==> src/rtl/renode_ahb_manager_bridge.sv <==
// Valid/ready request stream to AHB-Lite manager bridge.
// Two-stage address/data pipeline with error-cancel and local request rejection.
module renode_ahb_manager_bridge #(
    parameter int AddressWidth = 32,
    parameter int DataWidth    = 32
) (
    input  logic                    hclk,
    input  logic                    hreset,
    input  logic                    req_valid,
    output logic                    req_ready,
    input  logic [AddressWidth-1:0] req_addr,
    input  logic                    req_write,
    input  logic [2:0]              req_size,
    input  logic [DataWidth-1:0]    req_wdata,
    output logic                    resp_valid,
    output logic [DataWidth-1:0]    resp_rdata,
    output logic                    resp_error,
    output logic [AddressWidth-1:0] haddr,
    output logic [1:0]              htrans,
    output logic                    hwrite,
    output logic [2:0]              hsize,
    output logic [2:0]              hburst,
    output logic [DataWidth-1:0]    hwdata,
    input  logic [DataWidth-1:0]    hrdata,
    input  logic                    hready,
    input  logic                    hresp
);

    localparam int         MaxSize     = $clog2(DataWidth / 8);
    localparam logic [2:0] MaxSizeL    = 3'(MaxSize);
    localparam logic [1:0] TransIdle   = 2'b00;
    localparam logic [1:0] TransNonseq = 2'b10;

    typedef enum logic [1:0] {
        ApIdle,
        ApBusy,
        ApCancel
    } ap_state_e;

    ap_state_e ap_state;
    ap_state_e ap_state_next;

    logic [DataWidth-1:0] ap_wdata;
    logic                 dp_valid;
    logic                 dp_write;

    logic [7:0] align_mask;
    logic       req_bad;
    logic       err_first;
    logic       dp_done;
    logic       ap_adv;
    logic       can_take;
    logic       take_good;
    logic       take_bad;

    always_comb begin
        align_mask = (8'd1 << req_size) - 8'd1;
        req_bad    = (req_size > MaxSizeL)
                   || ((req_addr[7:0] & align_mask) != 8'd0);
    end

    // First error cycle: subordinate signals ERROR while still stalling.
    always_comb begin
        err_first = dp_valid & hresp & ~hready;
        dp_done   = dp_valid & hready;
        ap_adv    = (ap_state == ApBusy) & hready;
        can_take  = (ap_state == ApIdle) | ap_adv;
    end

    // Rejected requests wait for an empty pipe so their error stays in order.
    always_comb begin
        if (req_bad) begin
            req_ready = (ap_state == ApIdle) & ~dp_valid;
        end else begin
            req_ready = can_take;
        end
        take_good = req_valid & req_ready & ~req_bad;
        take_bad  = req_valid & req_ready & req_bad;
    end

    always_comb begin
        ap_state_next = ap_state;
        unique case (ap_state)
            ApIdle: begin
                if (take_good) begin
                    ap_state_next = ApBusy;
                end
            end
            ApBusy: begin
                if (err_first) begin
                    ap_state_next = ApCancel;
                end else if (hready) begin
                    ap_state_next = take_good ? ApBusy : ApIdle;
                end
            end
            ApCancel: begin
                if (hready) begin
                    ap_state_next = ApBusy;
                end
            end
            default: ap_state_next = ApIdle;
        endcase
    end

    always_ff @(posedge hclk or posedge hreset) begin
        if (hreset) begin
            ap_state <= ApIdle;
        end else begin
            ap_state <= ap_state_next;
        end
    end

    always_ff @(posedge hclk or posedge hreset) begin
        if (hreset) begin
            haddr    <= '0;
            hwrite   <= 1'b0;
            hsize    <= 3'd0;
            ap_wdata <= '0;
        end else if (take_good) begin
            haddr    <= req_addr;
            hwrite   <= req_write;
            hsize    <= req_size;
            ap_wdata <= req_wdata;
        end
    end

    always_ff @(posedge hclk or posedge hreset) begin
        if (hreset) begin
            dp_valid <= 1'b0;
            dp_write <= 1'b0;
            hwdata   <= '0;
        end else if (ap_adv) begin
            dp_valid <= 1'b1;
            dp_write <= hwrite;
            hwdata   <= ap_wdata;
        end else if (dp_done) begin
            dp_valid <= 1'b0;
        end
    end

    always_ff @(posedge hclk or posedge hreset) begin
        if (hreset) begin
            resp_valid <= 1'b0;
            resp_error <= 1'b0;
            resp_rdata <= '0;
        end else begin
            resp_valid <= dp_done | take_bad;
            resp_error <= (dp_done & hresp) | take_bad;
            if (dp_done & ~hresp & ~dp_write) begin
                resp_rdata <= hrdata;
            end else begin
                resp_rdata <= '0;
            end
        end
    end

    assign htrans = (ap_state == ApBusy) ? TransNonseq : TransIdle;
    assign hburst = 3'b000;

endmodule

==> config.mk <==
export PLATFORM = sky130hd
export DESIGN_NAME = renode_ahb_manager_bridge
export DESIGN_NICKNAME = d
export VERILOG_FILES = /design/src/rtl/renode_ahb_manager_bridge.sv
export SDC_FILE = /design/constraint.sdc
export NUM_CORES = 1
export LEC_CHECK = 0
export ABC_CLOCK_PERIOD_IN_PS = 6450
export BUFFER_PORTS_ARGS = -buffer_cell sky130_fd_sc_hd__buf_2
export CAP_MARGIN = 20
export CELL_PAD_IN_SITES_DETAIL_PLACEMENT = 0
export CELL_PAD_IN_SITES_GLOBAL_PLACEMENT = 2
export CORE_MARGIN = 1.5
export CORE_UTILIZATION = 25
export DETAILED_ROUTE_END_ITERATION = 8
export GPL_ROUTABILITY_DRIVEN = 0
export PLACE_DENSITY = 0.68
export SYNTH_ARGS = -nofsm -noshare
export SYNTH_HDL_FRONTEND = slang
export SYNTH_SLANG_ARGS = --single-unit
export TNS_END_PERCENT = 30
==> constraint.sdc <==
create_clock -name hclk -period 6.45 [get_ports hclk]
set_input_delay 0.3225 -clock hclk [delete_from_list [all_inputs] [get_ports hclk]]
set_output_delay 0.3225 -clock hclk [all_outputs]
set_load 0.03 [all_outputs]
Word-level counts from Yosys, hierarchy flattened
Index checks and enable logic that the tools add are counted.

Shifts and indexed selects: 1. Divide/modulo/power cells: 0. $add $sub $neg: 1. $lt $le $gt $ge: 1. Muxes and demuxes: 11. Bitwise logic cells: 20. Reductions and logical operators: 5. $mul: 0. Eq/ne operators: 5.

Operators by type and width (number): 32-bit two-way mux (1); 1-bit bitwise AND (11); 2-bit two-way mux (5); 8-bit bitwise AND (1); 8-bit nonzero test (1); 1-bit by 3-bit left shift with 8-bit output (first input constant) (1); 8-bit by 1-bit subtractor with 8-bit output (second input constant) (1); 2-bit case mux with 3 select lines (1); 1-bit inverter (5); 1-bit two-way mux (4); 2-bit inequality test (second input constant) (2); 3-bit by 2-bit > comparator with 1-bit output (second input constant) (1); 3-bit inequality test (second input constant) (1); 1-bit bitwise OR (3); 3-bit AND reduction (1); 2-bit by 1-bit == test with 1-bit output (second input constant) (1); 2-bit == test (second input constant) (1); 2-bit zero test (1); 2-bit nonzero test (1); 1-bit logical OR (1).

Register bits after elaboration: 138. Word-level logic and storage cells: 55. Bits of input ports: 105. Bits in read-only memories: 0. Memories kept: 0. Latch bits: 0. Bits in writable memories: 0.

Longest topological paths before layout
Gate-level depths: netlist of the first run.

Depth after elaboration: 12. Gate-level depth with buffers: 7. Depth with buffers taken out: 4.

Least setup slack after synthesis of the first run
Ideal clock, no wire load.

Kind: flip-flop to flip-flop. Start: reg ap_state[1]. End: reg dp_write. Data arrival time: 1787 ps. Path slack: 4538 ps. Data required time: 6325 ps. Stages on the path, launching flop included: 5. Cell sequence: dfrtp_1 -> nor2b_1 -> nand2_1 -> clkbuf_1 -> mux2_2.

Word-level cells in the longest chain between the ends: 2.

Ends and longest elaborated chain: start, declared (line 40) `ap_state_e ap_state;`; start signal, assigned (line 107) `ap_state <= ApIdle;`; start signal, assigned (line 109) `ap_state <= ap_state_next;`; 2-bit by 1-bit == test with 1-bit output (line 66) `ap_adv = (ap_state == ApBusy) & hready;`; 1-bit bitwise AND (line 66); end signal, assigned (line 134) `dp_write <= hwrite;`; end, declared (line 45) `logic dp_write;`.

No other way between the ends. A chain may end at the register's enable or synchronous reset.

Worst setup path in the final report of the first run
Start: reg ap_state[0]. End: reg haddr[25].

Word-level cells in the longest chain between the ends: 6.

Ends and longest elaborated chain: 2-bit by 1-bit == test with 1-bit output (line 66); 1-bit bitwise AND (line 66); 1-bit bitwise OR (line 67) `can_take = (ap_state == ApIdle) | ap_adv;`; 1-bit two-way mux (*) (line 72) `if (req_bad) begin`; 1-bit bitwise AND (*) (2 in series) (line 77) `take_good = req_valid & req_ready & ~req_bad;`; end signal, assigned (line 120) `haddr <= req_addr;`; end, declared (line 18) `output logic [AddressWidth-1:0] haddr,`.

Every way passes the cells marked *; elsewhere a longest branch is shown, timed or not.

==> results of run 1 <==
[logic make-up after synthesis]
| group | after synthesis | share of synthesized area |
|---|---|---|
| other | 1 | 0.000728 |
| buffers and inverters | 21 | 0.0236 |
| flip-flops | 138 | 0.671 |
| multiplexers | 100 | 0.233 |
| AND/OR/NAND/NOR | 51 | 0.0615 |
| AO/OA/AOI/OAI | 9 | 0.0112 |
[critical path, cell delays in order (launching register included)]
cell and delay [ns]:
dfrtp_1 0.38, nor2b_1 0.25, nor2_1 0.11, nand3_4 0.43, buf_4 0.55, mux2_2 0.40
[layer usage]
layer	vias up	global-route usage	wire, um
met2	147	0.191	5840
met1	1641	0.136	4840
met4	0	0.0318	107
li1	1520	-	-
met5	-	0	0
met3	7	0.0606	1150
[area by class of cell]
class	instances	area, sq um	share of cell area
clock buffers	21	470	0.0664
clock inverters	10	141	0.0200
inverters	3	16.3	0.00230
multi-input cells	164	1590	0.225
flip-flops and latches	138	3450	0.488
well taps	270	338	0.0477
repair buffers	212	1070	0.151
[placed cells by master, fill, tap and decap left out, drive strengths merged]
cell type,count
buf,212
dfrtp,138
mux2,100
and2,33
clkbuf,21
nand2,5
nand3,5
conb,4
inv,4
clkinv,4
nor2,3
o21ai,3
bufinv,3
nor2b,2
a31oi,2
clkinvlp,2
or4,1
a211o,1
nor3,1
nand2b,1
a21oi,1
a221oi,1
o211ai,1
[sequential cells by signal (all words and copies together) (netlist names)]
name	cells
hsize	3
resp_valid	1
dp_write	1
dp_valid	1
hwrite	1
ap_state	2
resp_rdata	32
hwdata	32
resp_error	1
ap_wdata	32
haddr	32
[cell usage after synthesis]
master and number:
nand3_4 1, mux2_2 81, nand2_4 1, buf_4 4
dfrtp_1 138, and2_1 33, conb_1 1, buf_2 4
or4_4 1, a221oi_1 1, nand2b_1 1, nor2_1 3
a211o_1 1, a31oi_1 2, inv_1 3, nand2_1 4
mux2_4 19, nor2b_1 2, a21oi_1 1, nand3_1 4
o21ai_0 3, o211ai_1 1, buf_6 3, clkbuf_1 7
nor3_1 1
[per-stage QoR]
| step | hold WS (ns) | setup slack [ns] |
|---|---|---|
| after global placement | 0.469 | 3.91 |
| final | 0.0305 | 4.16 |
| after CTS | 0.0513 | 4.09 |
| after global routing | 0.0835 | 4.00 |
| after floorplan | 0.451 | 2.43 |
| after detailed placement | 0.490 | 3.84 |
[worst paths after layout]
| kind | from | to |
|---|---|---|
| max in group asynchronous | hreset | ap_wdata[26]$_DFFE_PP0P_ |
| worst max-delay path | ap_state[0]$_DFFE_PP0P_ | haddr[25]$_DFFE_PP0P_ |
| worst min register to register | hsize[2]$_DFFE_PP0P_ | hsize[2]$_DFFE_PP0P_ |
| worst max register to register | ap_state[0]$_DFFE_PP0P_ | haddr[25]$_DFFE_PP0P_ |
| worst min-delay path | hreset | resp_rdata[17]$_DFF_PP0_ |
| min in group hclk | hrdata[29] | resp_rdata[29]$_DFF_PP0_ |
[power groups by stage]
stage                     registers, mW  logic [mW]  clock network, mW
after global routing               1.25       0.956               1.08
after CTS                          1.22       0.915               1.04
after global placement             1.22       0.902                  0
final                              1.21       0.900              0.999
after detailed placement           1.23       0.914                  0
after floorplan                    1.56       0.283                  0
==> qor.yml, run 1 <==
fin_nets: 641
core_area_sq_um: 20200
cts_tree: "done"
io_buffers: 208
ctsHtreeMaxLevel: 4
combPwrFrac: 0.289
finalCoreUtilization: 0.350
synth-seq-area-share: 0.671
worst_pin_slew_ns: 0.777
p_sw_frac: 0.330
p_per_area_nw_per_um2: 439
min_period_over_period: 0.355
hp-class: "in -> async"
synth_cell_types: 25
maxSlewHeadroom: 0.482
clkSlewWorstSetupHoldPaths_ns: 0.06
synth_top_area_frac: 0.671
cts_setup_buffers: 0
fillers: 2021
instances_no_fill: 818
worstSetupEndpointType: "flop"
slew_viol_final: 0
die_h_um: 147
synth_area_leaders: "dfrtp_1 (67%), mux2_2 (18%), mux2_4 (5.5%), and2_1 (4.0%), buf_6 (0.66%)"
first_pass_iters: 4
vias_per_cell: 4.05
hold_buffers: 0
wire_per_inst_um: 14.6
drc: 0
worstPathRequired_ns: 6.74
numCtsBuffers: 17
power_switching_mw: 1.03
ys_warn_count: 0
syn_avg_cell_area_sq_um: 16.1
netlist_instances: 320
setup_viol: 0
totalPowerFinal_mw: 3.11
intPower_mw: 2.08
clock.fmax_mhz: 437
fin_setup_tns_ns: 0
critPathLaunchType: "flop"
seqPwrFrac: 0.390
place_inst: 787
grt_pass1_wl_um: 19500
clk_latency_ns: 0.41
hpwl_um: 8460
status: "completed"
cts_resized: 0
grt_pass1_vias: 3740
cp_max_fo: 38
gr-total-overflow: 0
maxCapViolCount: 0
fin_area_sq_um: 7080
dieArea_sq_um: 21500
wl_um: 11900
reg2reg_depth: 5
synth_largest_area_cell: "dfrtp_1"
rsz0062_at_grt: "no"
grt_use_total: 0.117
reg2reg_slack_ns: 4.16
diodes: 0
ctsRootBufferMaster: "clkbuf_16"
clkSinkCount: 138
postRouteAntennaNets: 0
min_period_ns: 2.29
ys_ff_latch: 138
p_leak_nw: 3.62
finClkSkew_ns: 0.00806
place_area_sq_um: 6470
initial_core_util: 0.255
die_x_um: 147
antenna_found_initial: 0
drive_above_1_share: 0.633
ir_drop_mv: 0.161
worstSetupPathType: "reg -> reg"
netlist_area_sq_um: 5150
drtIter0Drc: 42
hold_viol: 0
via_count: 3315
grt_max_degree: 79
cp.arrival_ns: 2.57
clock_path_buffers: 2
clkPwrFrac: 0.321
synthToLayoutAreaGrowth_pct: 37.5
rows: 52
io_pins: 213
No activity file was read; power rests on OpenSTA's default activity.
==> run 2: changes to the inputs <==
ABC_CLOCK_PERIOD_IN_PS = 2400   (was 6450)
clock period = 2.4 ns   (was 6.45 ns; I/O delays follow)
==> run 2 against run 1 <==
  * Global-route usage is 0.55 points higher
  * Wire length grew 6.1%
  * Sequential power grew to 2.7 times the previous value
  * Largest power group unchanged
==> qor.yml, run 2 (synthesis gave the netlist of run 1 again) <==
worst_pin_slew_ns: 0.734  # -0.0431 ns
drc: 0  # unchanged
ir_drop_mv: 0.487  # +200%
p_leak_nw: 4.03  # +11%
status: "completed"
dieArea_sq_um: 21500  # unchanged
cts_tree: "done"
grt_pass1_vias: 4110  # +9.9%
grt_util_met2: 0.208  # +0.0166
clkSlewWorstSetupHoldPaths_ns: 0.06  # about the same
rows: 52  # unchanged
holdPathEnd: "ap_state[1]$_DFFE_PP0P_"
gr-total-overflow: 0  # unchanged
antenna_found_initial: 0  # unchanged
first_pass_iters: 4  # unchanged
grt_max_degree: 139  # +76%
drive_above_1_share: 0.532  # -0.101
die_x_um: 147  # unchanged
drtIter0Drc: 117  # +180%
reg2reg_from: "ap_state[0]$_DFFE_PP0P_"
hold_depth: 3
min_period_ns: 1.98
grt_pass1_wl_um: 20700  # +6.4%
clkSinkCount: 138  # unchanged
whs_ns: 0.0488  # +0.0184 ns
cp.arrival_ns: 1.86  # -0.71 ns
hold_viol: 0  # unchanged
use_met3: 0.0469  # -0.0137
fin_setup_tns_ns: 0  # unchanged
reg2reg_depth: 5  # unchanged
io_buffers: 208  # unchanged
rsz0062_at_grt: "no"
critPathLaunchType: "primary input"
reg2reg_slack_ns: 0.59  # -3.57 ns
numCtsBuffers: 17  # unchanged
fin_nets: 742  # +16%
worstPathRequired_ns: 2.28  # -4.46 ns
gr-usage-met1: 0.146  # +0.0100
clock_path_buffers: 2  # unchanged
setup_viol: 0  # unchanged
clock.fmax_mhz: 505
initial_core_util: 0.255  # unchanged
vias_per_cell: 4.02  # -0.71%
cp_max_fo: 5  # -87%
clk_latency_ns: 0.41  # about the same
wire_per_inst_um: 13.8  # -5.6%
worstSetupPathType: "in -> out"
via_count: 3702  # +12%
ctsHtreeMaxLevel: 4  # unchanged
min_period_over_period: 0.825
maxCapViolCount: 0  # unchanged
finalCoreUtilization: 0.400  # +0.0503
finClkSkew_ns: 0.00855  # +0.000494 ns
slew_viol_final: 0  # unchanged
postRouteAntennaNets: 0  # unchanged
globalRoute.busiestLayer: "met2"
grt_use_total: 0.123  # +0.00554
wl_um: 12700  # +6.1%
diodes: 0  # unchanged
ctsRootBufferMaster: "clkbuf_16"
p_per_area_nw_per_um2: 1040  # +140%
hold_buffers: 101  # +101
final_cell_mix: "buf_2 (208), dfrtp_1 (138), dlygate4sd3_1 (101)"
multi_input_area_sq_um: 1590  # unchanged
cts_setup_buffers: 0  # unchanged
core_area_sq_um: 20200  # unchanged
hp-class: "in -> reg"
maxSlewHeadroom: 0.510  # +0.0287
cts_resized: 0  # unchanged
hold_path_startpoint: "hresp"
die_h_um: 147  # unchanged
worstSetupEndpointType: "primary output"
hpwl_um: 7870  # -7.0%
seq_area_sq_um: 3450  # unchanged
io_pins: 213  # unchanged
r2r-end: "haddr[28]$_DFFE_PP0P_"
synthToLayoutAreaGrowth_pct: 57.3
fillers: 1913  # -5.3%
final_common_cell: "buf_2"
==> run 2: changes by cell type in the layout (fill, tap and decap cells not counted), sizes merged <==
cell         delta
clkinv          -1
bufinv          -1
dlygate4sd3   +101
clkbuf          +1
inv             -1
clkinvlp        +3
==> run 2: metrics by stage <==
stage          instance area [sq um]  total power [mW]  instances  setup WS [ns]
6_report                        8100              8.39        920          0.421
5_1_grt                         8100              8.84        920          0.335
4_1_cts                         8100              8.52        920          0.410
3_5_place_dp                    6510              5.76        787          0.658
3_3_place_gp                    6510              5.70        787          0.708
2_1_floorplan                   5160              4.96        323          0.488
==> run 2: area by class of cell <==
cell class | instances | area share
Clock buffer | 22 | 0.0573
Clock inverter | 10 | 0.0145
Inverter | 3 | 0.00185
Multi-Input combinational cell | 164 | 0.197
Sequential cell | 138 | 0.426
Tap cell | 270 | 0.0417
Timing Repair Buffer | 313 | 0.262
==> run 2: how the worst max path moves through the flow <==
stage | from | endpoint | slack (ns)
finish | req_size[0] | req_ready | 0.42
global route | req_size[0] | req_ready | 0.33
CTS | req_size[0] | req_ready | 0.41
detailed placement | ap_state[0]$_DFFE_PP0P_ | haddr[15]$_DFFE_PP0P_ | 0.66
global placement | req_size[2] | ap_wdata[15]$_DFFE_PP0P_ | 0.71
floorplan | ap_state[1]$_DFFE_PP0P_ | dp_write$_DFFE_PP0P_ | 0.49
==> run 2: layer usage <==
layer | vias to the layer above | wire length (um) | part of all wire
li1 | 1721 | - | -
met1 | 1827 | 5640 | 0.45
met2 | 145 | 6140 | 0.48
met3 | 9 | 762 | 0.060
met4 | 0 | 119 | 0.0094
met5 | - | 0 | 0
==> run 2: where the power goes <==
group	total, mW	switching, mW	internal [mW]
sequential	3.26	0.305	2.96
combinational	2.55	1.51	1.04
clock	2.57	0.987	1.59
==> run 2: critical path: stages <==
cell,delay [ns]
dlygate4sd3_1,0.53
buf_2,0.13
or4_4,0.53
nand2_4,0.11
a31oi_1,0.09
a31oi_1,0.14
buf_2,0.22
